## src/rtl/dpram_port_arbiter_pkg.sv

```systemverilog
// dpram_port_arbiter_pkg: shared state encoding, RAM geometry and burst helper
// for the two-requester block-RAM port arbiter.
package dpram_port_arbiter_pkg;

  localparam int RAM_DEPTH     = 1024;
  localparam int RAM_ADDR_W    = $clog2(RAM_DEPTH);
  localparam int RAM_DATA_W    = 16;
  localparam int MAX_BURST_DEF = 4;
  localparam int BURST_CNT_W   = 4;

  // State records which requester won the previous cycle.
  typedef enum logic [1:0] {
    IDLE = 2'd0,
    OWN0 = 2'd1,
    OWN1 = 2'd2
  } arb_state_e;

  // Saturating increment used by the locked-burst counter.
  function automatic logic [BURST_CNT_W-1:0] burst_sat_inc(
    input logic [BURST_CNT_W-1:0] cnt,
    input logic [BURST_CNT_W-1:0] cap
  );
    logic [BURST_CNT_W-1:0] nxt;
    if (cnt >= cap) begin
      nxt = cap;
    end else begin
      nxt = cnt + BURST_CNT_W'(1);
    end
    return nxt;
  endfunction

endpackage

```

## src/rtl/dpram_arb_rr_pick.sv

```systemverilog
// dpram_arb_rr_pick: combinational winner selection for the port arbiter.
// Round-robin between two requesters, with a locked owner allowed to keep
// the port while its burst count is below the cap.
module dpram_arb_rr_pick
  import dpram_port_arbiter_pkg::*;
#(
  parameter int MAX_BURST = MAX_BURST_DEF
) (
  input  logic                   req0,
  input  logic                   req1,
  input  logic                   lock0,
  input  logic                   lock1,
  input  arb_state_e             state,
  input  logic [BURST_CNT_W-1:0] burst_cnt,
  input  logic                   last_gnt,
  output logic                   pick0,
  output logic                   pick1
);

  localparam logic [BURST_CNT_W-1:0] BURST_CAP = BURST_CNT_W'(MAX_BURST);

  logic hold0_s;
  logic hold1_s;

  // Decide whether the current owner may keep the port, then pick the winner.
  always_comb begin
    hold0_s = 1'b0;
    hold1_s = 1'b0;
    pick0   = 1'b0;
    pick1   = 1'b0;
    case (state)
      OWN0:    hold0_s = lock0 && (burst_cnt < BURST_CAP);
      OWN1:    hold1_s = lock1 && (burst_cnt < BURST_CAP);
      IDLE:    begin
        hold0_s = 1'b0;
        hold1_s = 1'b0;
      end
      default: begin
        hold0_s = 1'b0;
        hold1_s = 1'b0;
      end
    endcase
    case ({req0, req1})
      2'b10: pick0 = 1'b1;
      2'b01: pick1 = 1'b1;
      2'b11: begin
        if (hold0_s) begin
          pick0 = 1'b1;
        end else if (hold1_s) begin
          pick1 = 1'b1;
        end else if (last_gnt) begin
          pick0 = 1'b1;
        end else begin
          pick1 = 1'b1;
        end
      end
      default: begin
        pick0 = 1'b0;
        pick1 = 1'b0;
      end
    endcase
  end

endmodule

```

## src/rtl/dpram_port_arbiter.sv

```systemverilog
// dpram_port_arbiter: shares one port of the 1,024 x 16 dual-port block RAM
// between two requesters. Grants are combinational, read data returns one
// cycle after the grant alongside the RAM's registered output.
// Optional build macro DPRAM_ARB_STATS_EN adds wrapping grant/conflict counters.
module dpram_port_arbiter
  import dpram_port_arbiter_pkg::*;
#(
  parameter int ADDR_W    = RAM_ADDR_W,
  parameter int DATA_W    = RAM_DATA_W,
  parameter int MAX_BURST = MAX_BURST_DEF
) (
  input  logic              clk,
  input  logic              rst_n,
  input  logic              req0,
  input  logic              req1,
  input  logic              we0,
  input  logic              we1,
  input  logic              lock0,
  input  logic              lock1,
  input  logic [ADDR_W-1:0] addr0,
  input  logic [ADDR_W-1:0] addr1,
  input  logic [DATA_W-1:0] wdata0,
  input  logic [DATA_W-1:0] wdata1,
  output logic              gnt0,
  output logic              gnt1,
  output logic              rvalid0,
  output logic              rvalid1,
  output logic [DATA_W-1:0] rdata0,
  output logic [DATA_W-1:0] rdata1,
  output logic              ram_en,
  output logic [ADDR_W-1:0] ram_addr,
  output logic [DATA_W-1:0] ram_wdata,
  input  logic [DATA_W-1:0] ram_rdata
`ifdef DPRAM_ARB_STATS_EN
  ,
  output logic [15:0]       gnt_cnt0,
  output logic [15:0]       gnt_cnt1,
  output logic [15:0]       conflict_cnt
`endif
);

  arb_state_e             state_r;
  logic                   last_gnt_r;
  logic [BURST_CNT_W-1:0] burst_cnt_r;
  logic                   rvalid0_r;
  logic                   rvalid1_r;

  logic req0_s;
  logic req1_s;
  logic pick0_s;
  logic pick1_s;
  logic same_owner_s;
  logic win_lock_s;

  localparam logic [BURST_CNT_W-1:0] BURST_CAP = BURST_CNT_W'(MAX_BURST);

  // Requests are ignored while reset is held so nothing is granted or written.
  assign req0_s = req0 & rst_n;
  assign req1_s = req1 & rst_n;

  dpram_arb_rr_pick #(
    .MAX_BURST (MAX_BURST)
  ) u_pick (
    .req0      (req0_s),
    .req1      (req1_s),
    .lock0     (lock0),
    .lock1     (lock1),
    .state     (state_r),
    .burst_cnt (burst_cnt_r),
    .last_gnt  (last_gnt_r),
    .pick0     (pick0_s),
    .pick1     (pick1_s)
  );

  assign gnt0    = pick0_s;
  assign gnt1    = pick1_s;
  assign rvalid0 = rvalid0_r;
  assign rvalid1 = rvalid1_r;
  assign rdata0  = ram_rdata;
  assign rdata1  = ram_rdata;

  // Steer the winner's address, data and write strobe onto the RAM port.
  always_comb begin
    ram_en    = 1'b0;
    ram_addr  = {ADDR_W{1'b0}};
    ram_wdata = {DATA_W{1'b0}};
    if (pick0_s) begin
      ram_en    = we0;
      ram_addr  = addr0;
      ram_wdata = wdata0;
    end else if (pick1_s) begin
      ram_en    = we1;
      ram_addr  = addr1;
      ram_wdata = wdata1;
    end else begin
      ram_en    = 1'b0;
      ram_addr  = {ADDR_W{1'b0}};
      ram_wdata = {DATA_W{1'b0}};
    end
  end

  // A burst continues only when the same requester wins again with lock held.
  always_comb begin
    same_owner_s = 1'b0;
    win_lock_s   = 1'b0;
    if (pick0_s) begin
      same_owner_s = (state_r == OWN0);
      win_lock_s   = lock0;
    end else if (pick1_s) begin
      same_owner_s = (state_r == OWN1);
      win_lock_s   = lock1;
    end else begin
      same_owner_s = 1'b0;
      win_lock_s   = 1'b0;
    end
  end

  // Owner FSM, round-robin history, burst counter and read-valid pipeline.
  always_ff @(posedge clk or negedge rst_n) begin
    if (!rst_n) begin
      state_r     <= IDLE;
      last_gnt_r  <= 1'b1;
      burst_cnt_r <= {BURST_CNT_W{1'b0}};
      rvalid0_r   <= 1'b0;
      rvalid1_r   <= 1'b0;
    end else begin
      rvalid0_r <= pick0_s & ~we0;
      rvalid1_r <= pick1_s & ~we1;
      if (pick0_s || pick1_s) begin
        state_r    <= pick0_s ? OWN0 : OWN1;
        last_gnt_r <= pick1_s;
        if (same_owner_s && win_lock_s) begin
          burst_cnt_r <= burst_sat_inc(burst_cnt_r, BURST_CAP);
        end else begin
          burst_cnt_r <= BURST_CNT_W'(1);
        end
      end else begin
        state_r     <= IDLE;
        last_gnt_r  <= last_gnt_r;
        burst_cnt_r <= {BURST_CNT_W{1'b0}};
      end
    end
  end

`ifdef DPRAM_ARB_STATS_EN
  logic [15:0] gnt_cnt0_r;
  logic [15:0] gnt_cnt1_r;
  logic [15:0] conflict_cnt_r;

  // Wrapping counts of grants per requester and of contended cycles.
  always_ff @(posedge clk or negedge rst_n) begin
    if (!rst_n) begin
      gnt_cnt0_r     <= 16'd0;
      gnt_cnt1_r     <= 16'd0;
      conflict_cnt_r <= 16'd0;
    end else begin
      if (pick0_s) begin
        gnt_cnt0_r <= gnt_cnt0_r + 16'd1;
      end else begin
        gnt_cnt0_r <= gnt_cnt0_r;
      end
      if (pick1_s) begin
        gnt_cnt1_r <= gnt_cnt1_r + 16'd1;
      end else begin
        gnt_cnt1_r <= gnt_cnt1_r;
      end
      if (req0_s && req1_s) begin
        conflict_cnt_r <= conflict_cnt_r + 16'd1;
      end else begin
        conflict_cnt_r <= conflict_cnt_r;
      end
    end
  end

  assign gnt_cnt0     = gnt_cnt0_r;
  assign gnt_cnt1     = gnt_cnt1_r;
  assign conflict_cnt = conflict_cnt_r;
`endif

endmodule

```

## config.mk

```make
export PLATFORM = sky130hd
export DESIGN_NAME = dpram_port_arbiter
export DESIGN_NICKNAME = d
export VERILOG_FILES = /design/src/rtl/dpram_port_arbiter_pkg.sv /design/src/rtl/dpram_arb_rr_pick.sv /design/src/rtl/dpram_port_arbiter.sv
export SDC_FILE = /design/constraint.sdc
export NUM_CORES = 1
export LEC_CHECK = 0
export ABC_AREA = 1
export BUFFER_PORTS_ARGS = -buffer_cell sky130_fd_sc_hd__buf_2
export CAP_MARGIN = 20
export CORE_MARGIN = 3
export CORE_UTILIZATION = 33
export DETAILED_ROUTE_END_ITERATION = 10
export PLACE_DENSITY = 0.95
export SYNTH_ARGS = -nofsm -noshare
export SYNTH_HDL_FRONTEND = slang
export SYNTH_SLANG_ARGS = --single-unit
```

## constraint.sdc

```tcl
create_clock -name clk -period 3.7 [get_ports clk]
set_clock_uncertainty 0.1 [all_clocks]
set_input_delay 0 -clock clk [delete_from_list [all_inputs] [get_ports clk]]
set_output_delay 0 -clock clk [all_outputs]
set_load 0.05 [all_outputs]
```

**Word level (Yosys, flattened, before mapping)**

Cells that the tools add are included.

- Register bits after elaboration: 9
- Latch bits: 0
- Bits in writable memories: 0
- Bits in read-only memories: 0
- Bits of input ports: 76
- Output and inout bits: 63
- Logic and storage cells: 48
- Memories kept: 0

- Add/subtract/negate cells: 1
- Multiply operators: 0
- Divide/modulo/power cells: 0
- Magnitude comparators: 2
- Equality and inequality tests: 5
- Shift operators: 0
- Multiplexer cells: 25
- Bitwise gates (word level): 6
- Reduce and logical (&&, ||, !) cells: 4

Operator list:

| cell | number |
|---|---|
| $mux 16 | 2 |
| $mux 10 | 2 |
| $mux 1 | 14 |
| $mux 4 | 3 |
| $eq 2x2->1 const B | 3 |
| $add 4x1->4 const B | 1 |
| $and 1x1->1 | 4 |
| $eq 2x1->1 const B | 2 |
| $ge 4x3->1 const B | 1 |
| $lt 4x3->1 const B | 1 |
| $mux 2 | 2 |
| $pmux 1 s2 | 2 |
| $logic_and 1x1->1 | 3 |
| $not 1->1 | 2 |
| $logic_or 1x1->1 | 1 |

**Longest topological paths before layout**

Gate-level depths: netlist (run 1).

- Depth in word-level cells: 11
- Mapped depth: 12
- Depth with buffers taken out: 11

**By module**

Synthesis (run 1) repeated with hierarchy kept, for this count alone.

- Cell total of the unflattened synthesis: 128
- Area total of the unflattened synthesis: 1,014.7 sq um

By module, submodules not included:

| module | instances | cells each | area each (sq um) |
|---|---|---|---|
| dpram_port_arbiter | 1 | 108 | 920.9 |
| dpram_arb_rr_pick | 1 | 20 | 93.8 |

**Worst setup path after synthesis (run 1)**

No wires, ideal clock.

- Kind: register to output
- Start: reg burst_cnt_r[3]
- End: out ram_en
- Arrival: 1.929 ns
- Setup slack: 1.671 ns
- Cell stages (with the launch flop): 9
- Cell sequence: dfrtp_1 -> nor2_4 -> nand3_2 -> nand2_2 -> nand3_2 -> nand2_2 -> buf_4 -> nand2_1 -> a21oi_1

- Longest elaborated chain between the ends: 8
- Elaborated cells between the ends (all ways): 13

Ends and longest elaborated chain:

| element | line | text |
|---|---|---|
| start: declaration | dpram_port_arbiter.sv:44 | `logic [BURST_CNT_W-1:0] burst_cnt_r;` |
| start signal: assignment | dpram_port_arbiter.sv:123 | `burst_cnt_r <= {BURST_CNT_W{1'b0}};` |
| start signal: assignment | dpram_port_arbiter.sv:133 | `burst_cnt_r <= burst_sat_inc(burst_cnt_r, BURST_CAP);` |
| start signal: assignment | dpram_port_arbiter.sv:140 | `burst_cnt_r <= {BURST_CNT_W{1'b0}};` |
| $lt 4x3->1 (*) | dpram_arb_rr_pick.sv:32, dpram_arb_rr_pick.sv:33 |  |
| $logic_and 1x1->1 | dpram_arb_rr_pick.sv:33 | `OWN1: hold1_s = lock1 && (burst_cnt < BURST_CAP);` |
| $mux 1 | dpram_arb_rr_pick.sv:31 | `case (state)` |
| $mux 1 | dpram_arb_rr_pick.sv:49 | `end else if (hold1_s) begin` |
| $mux 1 (*) | dpram_arb_rr_pick.sv:47 | `if (hold0_s) begin` |
| $pmux 1 s2 (*) | dpram_arb_rr_pick.sv:43 | `case ({req0, req1})` |
| net gnt1 | dpram_port_arbiter.sv:25 | `output logic gnt1,` |
| $mux 1 (*) | dpram_port_arbiter.sv:91 | `end else if (pick1_s) begin` |
| $mux 1 (*) | dpram_port_arbiter.sv:87 | `if (pick0_s) begin` |
| end: declaration | dpram_port_arbiter.sv:30 | `output logic ram_en,` |

The timed path passes the listed nets; every way through them passes the cells marked *.

**Worst setup path in the final report (run 1)**

- Start: in rst_n
- End: out ram_wdata[1]

- Longest elaborated chain between the ends: 5
- Elaborated cells between the ends (all ways): 9

Ends and longest elaborated chain:

| element | line | text |
|---|---|---|
| start: declaration | dpram_port_arbiter.sv:13 | `input logic rst_n,` |
| $and 1x1->1 (on tied branches) | dpram_port_arbiter.sv:59, dpram_port_arbiter.sv:58 |  |
| $eq 2x2->1 / $eq 2x1->1 (equally long branches) | dpram_arb_rr_pick.sv:43 |  |
| $pmux 1 s2 | dpram_arb_rr_pick.sv:43 |  |
| $mux 16 | dpram_port_arbiter.sv:91 |  |
| $mux 16 (*) | dpram_port_arbiter.sv:87 |  |
| end: declaration | dpram_port_arbiter.sv:32 | `output logic [DATA_W-1:0] ram_wdata,` |

Mark *: on every way between the ends. The rest lies on a longest branch, timed or not.

==> results.md, run 1 <==
* Arr. time, crit path at 2270 ps
* Post-synthesis sequential area ratio at 0.230
* Num CTS Buffers at 3
* Synth Instances at 117
* Initial antenna violation count at 0
* WHS at 41.8 ps
* Synth cell types at 20
* Status: finished, final reports clean
* Top routing layer in use: met4
* Met2 wire length at 1470 µm
* Clk buf depth at 2
* WL final at around 3000 µm
* Tcrit/Tclk final at 0.639
* Root buf cell: clkbuf_4
* Sum Neg Setup Slack at 0 ps
* RSZ-0062 raised after global routing: false
* Hold Crit Depth at 4
* H-tree levels at 1
* Worst IR Drop VDD at 0.201 mV
* Num ports at 139
* TritonRoute pass-1 iters at 4
* Worst setup path start: rst_n
* Worst R2R End: burst_cnt_r[0]
* Rows at 19
* Peak Freq at 0.423 GHz
* DRC viols at 0
* Hpwl dp at 2110 µm
* Metal-1 WL at 1270 µm
* CP dominant cell by count: buf_2
* Final setup viols at 0
* Area grow syn2layout at 45.6%
* P_leak at 0.835 nW
* Crit-path cells: dlygate4sd3_1, buf_2, nand2_1, nor2_1, nand3_2, nand2_2, a22o_1, buf_2
* Worst-path clk slew at 50 ps
* Nets at 274
* Die ar. at 0.00368 mm²
* Worst Hold End: state_r[1]
* Yosys Warn Count at 0
* Vias at around 1,100
* Worst hold path type: in -> reg
* Fill cells at 274
* Die X-Extent at 60.6 µm
* WL/cell at 13.2 µm
* CP Class: in -> out
* Grt total ovfl at 0
* Core area at between 0.002 and 0.003 mm²
* Yosys reg bits at 9
* Crit start category: input pin
* Number of global-route vias before repair at 900
* Mapped cell area at 985 µm²
* Worst Max-Slew Pin Slew at 1010 ps
* Syn nets at a little under 200
* Relative slew slack at 0.325
* Port Buf Inserts at 90
* Reg2reg start: burst_cnt_r[3]
* Max_cap viols at 0
* Die height at 60.6 µm
* Largest net degree at the start of global routing at 32
* CP endpoint kind: primary output
* Power per cell area at 331 mW/mm²
* FF-to-FF path depth at 10
* Critical Path RT at 3600 ps
* Max incr delay on CP at 540 ps
* Drt initial violations at 47
* Max Transition Viols Final at 0
* Min cycle time layout at 2370 ps
* Initial Util at 0.351
* Vias/cell at 4.64
* N_diodes at 0
* Most frequent cells in the layout: 90 x buf_2, 26 x a22o_1, 22 x dlygate4sd3_1
* CTS tree: done
* Average size of a mapped cell at 8.42 µm²
* GPL Wtd Cong at 0.698
* Layout cells sized above 1 at 0.551
* Worst skew pair latency at about 250 ps
* Global-route wire length before repair at 3810 µm
* Final hold vios at 0
* Global-route usage over all layers at 0.139
* Hold Startpoint: lock0
* Routed Antenna Nets at 0
* R2R setup slack at ~1800 ps
* CP Max Fanout at 31
* Sink Count at 9
* Commonest non-fill, non-tap cell in the layout: buf_2
* Metal3 WL at 217 µm
* CP max-delay cell: dlygate4sd3_1
-- worst max path at each step --
stage                     cells past startpoint  slack, ps      endpoint
after floorplan                               8       1670        ram_en
after global placement                        7       1860  ram_wdata[1]
after CTS                                     8       1370  ram_wdata[1]
after global routing                          8       1130  ram_wdata[1]
after detailed placement                      7       1770  ram_wdata[1]
final                                         8       1330  ram_wdata[1]
-- state kept, by name, indices dropped and copies added (netlist names) --
signal / flops
state_r: 2
last_gnt_r: 1
rvalid1: 1
rvalid0: 1
burst_cnt_r: 4
-- report_power, final --
part           internal (mW)  switching, mW  leakage [nW]
combinational         0.0790          0.216         0.704
sequential             0.105        0.00369         0.115
clock                 0.0413         0.0305        0.0150
total                  0.225          0.250         0.835
-- routing by layer --
layer / vias up / global-route usage
met4: 0 / 0.0681
met3: 2 / 0.0128
met2: 55 / 0.240
met5: - / 0
met1: 468 / 0.173
li1: 529 / -
-- Yosys cell counts (all sizes together) --
library cell | count | area share
a21oi | 1 | 0.0051
a22o | 26 | 0.23
buf | 37 | 0.29
conb | 1 | 0.0038
dfrtp | 8 | 0.20
dfstp | 1 | 0.027
ha | 1 | 0.013
inv | 7 | 0.029
nand2 | 17 | 0.078
nand3 | 9 | 0.066
nor2 | 8 | 0.048
nor3 | 1 | 0.0051
-- worst max-delay path, delay by kind of cell --
| kind | cells | cell delay, ps |
|---|---|---|
| AOI/OAI and AO/OA | 1 | 290 |
| buffers and inverters | 3 | 1080 |
| and+or+nand+nor | 4 | 870 |
-- cell type report --
| class | instances | area, µm² | area share |
|---|---|---|---|
| clock buffers | 4 | 26.3 | 0.0183 |
| flip-flops and latches | 9 | 226 | 0.158 |
| inverters | 7 | 28.8 | 0.0201 |
| repair buffers | 112 | 671 | 0.468 |
| multi-input cells | 64 | 443 | 0.309 |
| well taps | 31 | 38.8 | 0.0271 |
-- what timing repair did --
item | CTS | global route
hold buffers | 22 | 0
hold endpoints to repair | 45 | 0
setup buffers | 0 | 0
gates resized for setup | 0 | 0
-- cells by family (layout without fill, tap and decap cells) --
logic type,Yosys count,after routing,share of synthesized area
other cells,1,1,0.00381
simple gates,35,35,0.197
flops,9,9,0.230
buf+inv,44,123,0.320
compound gates,27,27,0.236
fa+ha+maj,1,1,0.0127
-- per-stage QoR --
step	power (mW)	instances	setup WS [ps]	area, µm²	util
finish	0.475	227	1330	1430	0.511
global route	0.499	227	1130	1430	0.511
CTS	0.479	227	1370	1430	0.511
detailed placement	0.317	201	1770	1190	0.423
global placement	0.314	201	1860	1190	0.423
floorplan	0.352	117	1670	985	-
Note: power is estimated with default switching activity, not from simulation.
==> run 2, diff against run 1 <==
CORE_UTILIZATION = 30   (was 33)
PLACE_DENSITY = 0.9   (was 0.95)
clock period = 2.2 ns   (was 3.7 ns; I/O delays follow)
==> results.md, run 2 (synthesized netlist as in run 1, its figures left out) <==
* H-tree levels at 1
* Root buf cell: clkbuf_4
* TritonRoute pass-1 iters at 4
* Rows at 20
* Layout cells sized above 1 at 0.551
* Power per cell area at 552 mW/mm²
* Sink Count at 9
* Hold Startpoint: lock1
* Vias/cell at 4.46
* R2R setup slack at 590 ps
* Tcrit/Tclk final at 0.882
* Num CTS Buffers at 3
* GPL Wtd Cong at 0.743
* Placed cells at ~210
* Grt total ovfl at 0
* Vias at 1,071
* CP Max Fanout at 28
* CP dominant cell by count: nand3_2
* Number of global-route vias before repair at roughly 1,100
* Grt met3 use at 0.0535
* Die height at 63.3 µm
* Arr. time, crit path at around 1800 ps
* P_leak at ~0.84 nW
* Top reg by flops: burst_cnt_r
* FF-to-FF path depth at 10
* Most frequent cells in the layout: 90 x buf_2, 26 x a22o_1, 22 x dlygate4sd3_1
* CP Class: reg -> out
* Worst Max-Slew Pin Slew at 1010 ps
* WL/cell at 12.7 µm
* Worst slack at placement at 294 ps
* Setup ws final at 259 ps
* Reg2reg start: burst_cnt_r[3]
* Port Buf Inserts at 90
* CP max-delay cell: dfrtp_1
* Status: finished, final reports clean
* Routed Antenna Nets at 0
* Crit-path cells: inv_1, nor2_2, nand3_2, nand3_2, nand2_2, inv_4, a22o_1, buf_2
* Core area at slightly above 0.003 mm²
* Die X-Extent at 63.3 µm
* Commonest non-fill, non-tap cell in the layout: buf_2
* Core Util, Final at 0.472
* Max incr delay on CP at 390 ps
* Post-CTS setup buffers at 0
* CTS tree: done
* Worst hold path type: in -> reg
* Nets at 274
* CP top delay family: buffers and inverters
* Drt initial violations at 42
* Initial Util at 0.317
* Max Transition Viols Final at 0
* Hpwl dp at 2180 µm
* Die ar. at 0.00401 mm²
* Post-Layout Cell Count at 240
* Max reg flops at 4
* CP Buf/Inv Count at 3
* Crit start category: register
* Worst IR Drop VDD at 0.211 mV
* Num ports at about 140
* Max_cap viols at 0
* Largest net degree at the start of global routing at 32
* Sum Neg Setup Slack at 0 ps
* Top flop regs: burst_cnt_r (4), state_r (2)
* DRC viols at 0
* Worst-path clk slew at 60 ps
* Area grow syn2layout at 48.7%
* Final hold vios at 0
* Critical Path RT at ~2100 ps
* Hold Crit Depth at 5
* Fill cells at 322
* Worst Hold End: burst_cnt_r[2]
* Met1 Use GR at 0.152
* Worst skew pair latency at 260 ps
* N_diodes at 0
* Relative slew slack at 0.328
* Layer with the highest usage: met2
* CP endpoint kind: primary output
* Peak Freq at 0.515 GHz
* Final setup viols at 0
* Global-route usage over all layers at 0.151
* Global-route wire length before repair at 4850 µm
* Global-route track usage on met2 at 0.290
* Clk buf depth at 2
* Initial antenna violation count at 0
* WL final at 3040 µm
* Worst R2R End: burst_cnt_r[0]
* Min cycle time layout at 1940 ps
* WHS at 51.7 ps
* RSZ-0062 raised after global routing: false
[run 2: cell count changes in the layout (fill, tap and decap cells not counted)]
cell     change
nand2_8      +1
nand2_2      -1
[run 2: metrics by stage]
step                      cell area [µm²]  total power, mW
final                                1460            0.808
after global routing                 1460            0.857
after CTS                            1450            0.813
after detailed placement             1200            0.535
after global placement               1200            0.529
after floorplan                       985            0.592
[run 2: worst max-delay path by stage]
stage	startpoint	endpoint	slack, ps	depth (start not counted)
finish	state_r[0]	ram_addr[0]	260	8
global route	rst_n	ram_en	70	9
CTS	burst_cnt_r[3]	ram_en	3	8
detailed placement	burst_cnt_r[3]	ram_en	290	8
global placement	burst_cnt_r[3]	ram_en	390	8
floorplan	burst_cnt_r[3]	ram_en	170	8
[run 2: worst min-delay path, delay by kind of cell]
kind | cells | cell delay (ps)
and+or+nand+nor | 4 | 260
buffers and inverters | 1 | 110
[run 2: what timing repair did]
item	in CTS	in global routing
gates resized for setup	0	2
endpoints found under the setup margin	0	27
endpoints found under the hold margin	45	0
hold buffers	22	0
[run 2: area by class of cell]
type                       instances  area [µm²]  share of cell area
multi-input combinational         64         457               0.312
tap                               44        55.1              0.0376
sequential                         9         226               0.155
clock buffer                       4        26.3              0.0179
inverter                           7        28.8              0.0197
timing repair buffer             112         671               0.458
[run 2: where the power goes]
part / leakage, nW / switching (mW) / internal [mW]
logic: 0.708 / 0.364 / 0.133
clock network: 0.0150 / 0.0575 / 0.0699
registers: 0.115 / 0.00689 / 0.176
total: 0.839 / 0.428 / 0.379
[run 2: layer usage]
metal  vias up  wire [µm]
li1        532          -
met1       468       1090
met2        69       1630
met3         2        308
met4         0         16
met5         -          0
==> run 3, diff against run 2 <==
CTS_BUF_LIST = sky130_fd_sc_hd__clkbuf_4 sky130_fd_sc_hd__clkbuf_8 sky130_fd_sc_hd__clkbuf_16   (was unset)
==> results.md, run 3 (synthesized netlist as in run 1, its figures left out) <==
* Reg power frac at 0.223
* H-tree levels at 1
* Net Sw Frac at 0.523
* Initial Util at 0.317
* Sink Count at 9
* Worst hold path type: in -> reg
* CP endpoint kind: primary output
* Critical Path RT at ~2100 ps
* Area grow syn2layout at 49.0%
* Die height at 63.3 µm
* Routed Antenna Nets at 0
* Nets at 274
* Clock network power share at 0.171
* Grt total ovfl at 0
* Max_cap viols at 0
* P_sw at 0.429 mW
* Arr. time, crit path at roughly 1800 ps
* P_leak at 0.842 nW
* Die ar. at 0.00401 mm²
* Number of global-route vias before repair at 1,085
* N_diodes at 0
* Peak Freq at around 0.52 GHz
* Final hold vios at 0
* Max reg flops at 4
* Int Pwr at 0.392 mW
* Placed cells at 214
* Status: finished, final reports clean
* WL final at about 3000 µm
* Largest net degree at the start of global routing at 32
* Tcrit/Tclk final at 0.881
* Top flop regs: burst_cnt_r (4), state_r (2)
* Global-route usage over all layers at 0.151
* Port Buf Inserts at 90
* Hpwl dp at 2180 µm
* Global-route wire length before repair at 4850 µm
* Root buf cell: clkbuf_4
* WL/cell at 12.7 µm
* Worst-path clk slew at 60 ps
* RSZ-0062 raised after global routing: false
* Comb power frac at 0.606
* Initial antenna violation count at 0
* Core Util, Final at 0.473
* Max Transition Viols Final at 0
* Post-Layout Cell Count at 240
* DRC viols at 0
* Layout cells sized above 1 at 0.556
* Num CTS Buffers at 3
* Num ports at 139
* Die X-Extent at 63.3 µm
* CP Class: reg -> out
* Crit start category: register
* Final setup viols at 0
* Sum Neg Setup Slack at 0 ps
* Clk buf depth at 2
* GPL Wtd Cong at approximately 0.74
* Relative slew slack at 0.328
* Core area at 0.00310 mm²
* Vias/cell at 4.47
* Rows at 20
* Min cycle time layout at 1940 ps
* Vias at 1,073
* CP Max Fanout at 28
* Post-CTS setup buffers at 0
* WHS at 50.7 ps
* CTS tree: done
* Worst skew pair latency at around 260 ps
* Overall power at 0.820 mW
* Most frequent cells in the layout: 90 x buf_2, 26 x a22o_1, 22 x dlygate4sd3_1
* Worst Max-Slew Pin Slew at 1010 ps
* Worst IR Drop VDD at 0.222 mV
* Top reg by flops: burst_cnt_r
* Commonest non-fill, non-tap cell in the layout: buf_2
* Power per cell area at roughly 560 mW/mm²
* Drt initial violations at 42
* TritonRoute pass-1 iters at 4
run 3: cell counts in the layout (fill, tap and decap cells not counted):
No cell type changed its count.
run 3: path summary, 6_finish.rpt:
kind	from	end	slack (ps)	cells after the start
worst max-delay path	state_r[0]	ram_addr[0]	260	8
min in group asynchronous	rst_n	rvalid0	690	3
worst min-delay path	lock1	burst_cnt_r[2]	50	5
worst max register to register	burst_cnt_r[3]	burst_cnt_r[0]	590	10
worst min register to register	last_gnt_r	last_gnt_r	410	2
max in group asynchronous	rst_n	last_gnt_r	990	3
run 3: routing by layer:
layer,part of all wire,GRT usage,up-vias
li1,-,-,532
met1,0.36,0.152,470
met4,0.0053,0.0404,0
met2,0.54,0.290,69
met3,0.10,0.0535,2
met5,0,0,-
run 3: power by group through the flow:
stage               Combinational (mW)  Sequential, mW  Clock (mW)
floorplan                        0.402           0.191           0
global placement                 0.343           0.185           0
detailed placement               0.348           0.186           0
CTS                              0.496           0.183       0.147
global route                     0.524           0.184       0.162
finish                           0.497           0.183       0.140
run 3: area by class of cell:
type | count | area (µm²)
multi-input combinational | 64 | 457
fill | 321 | 1640
timing repair buffer | 112 | 671
clock buffer | 4 | 30.0
inverter | 7 | 28.8
sequential | 9 | 226
tap | 44 | 55.1
run 3: critical path, cell delays in order, from the launching register on:
cell and delay [ps]:
dfrtp_1 390, inv_1 60, nor2_2 120, nand3_2 110, nand3_2 120, nand2_2 100, inv_4 230, a22o_1 180
buf_2 260
run 3: per-stage QoR:
step | worst slack, ps | cell area (µm²)
CTS | 1.60 | 1450
global route | 68.7 | 1470
detailed placement | 294 | 1200
finish | 261 | 1470
global placement | 395 | 1200
floorplan | 171 | 985
run 3: what timing repair did:
item / in CTS / in global routing
hold buffers: 22 / 0
resized for setup: 0 / 2
setup endpoints to repair: 0 / 27
endpoints found under the hold margin: 45 / 0
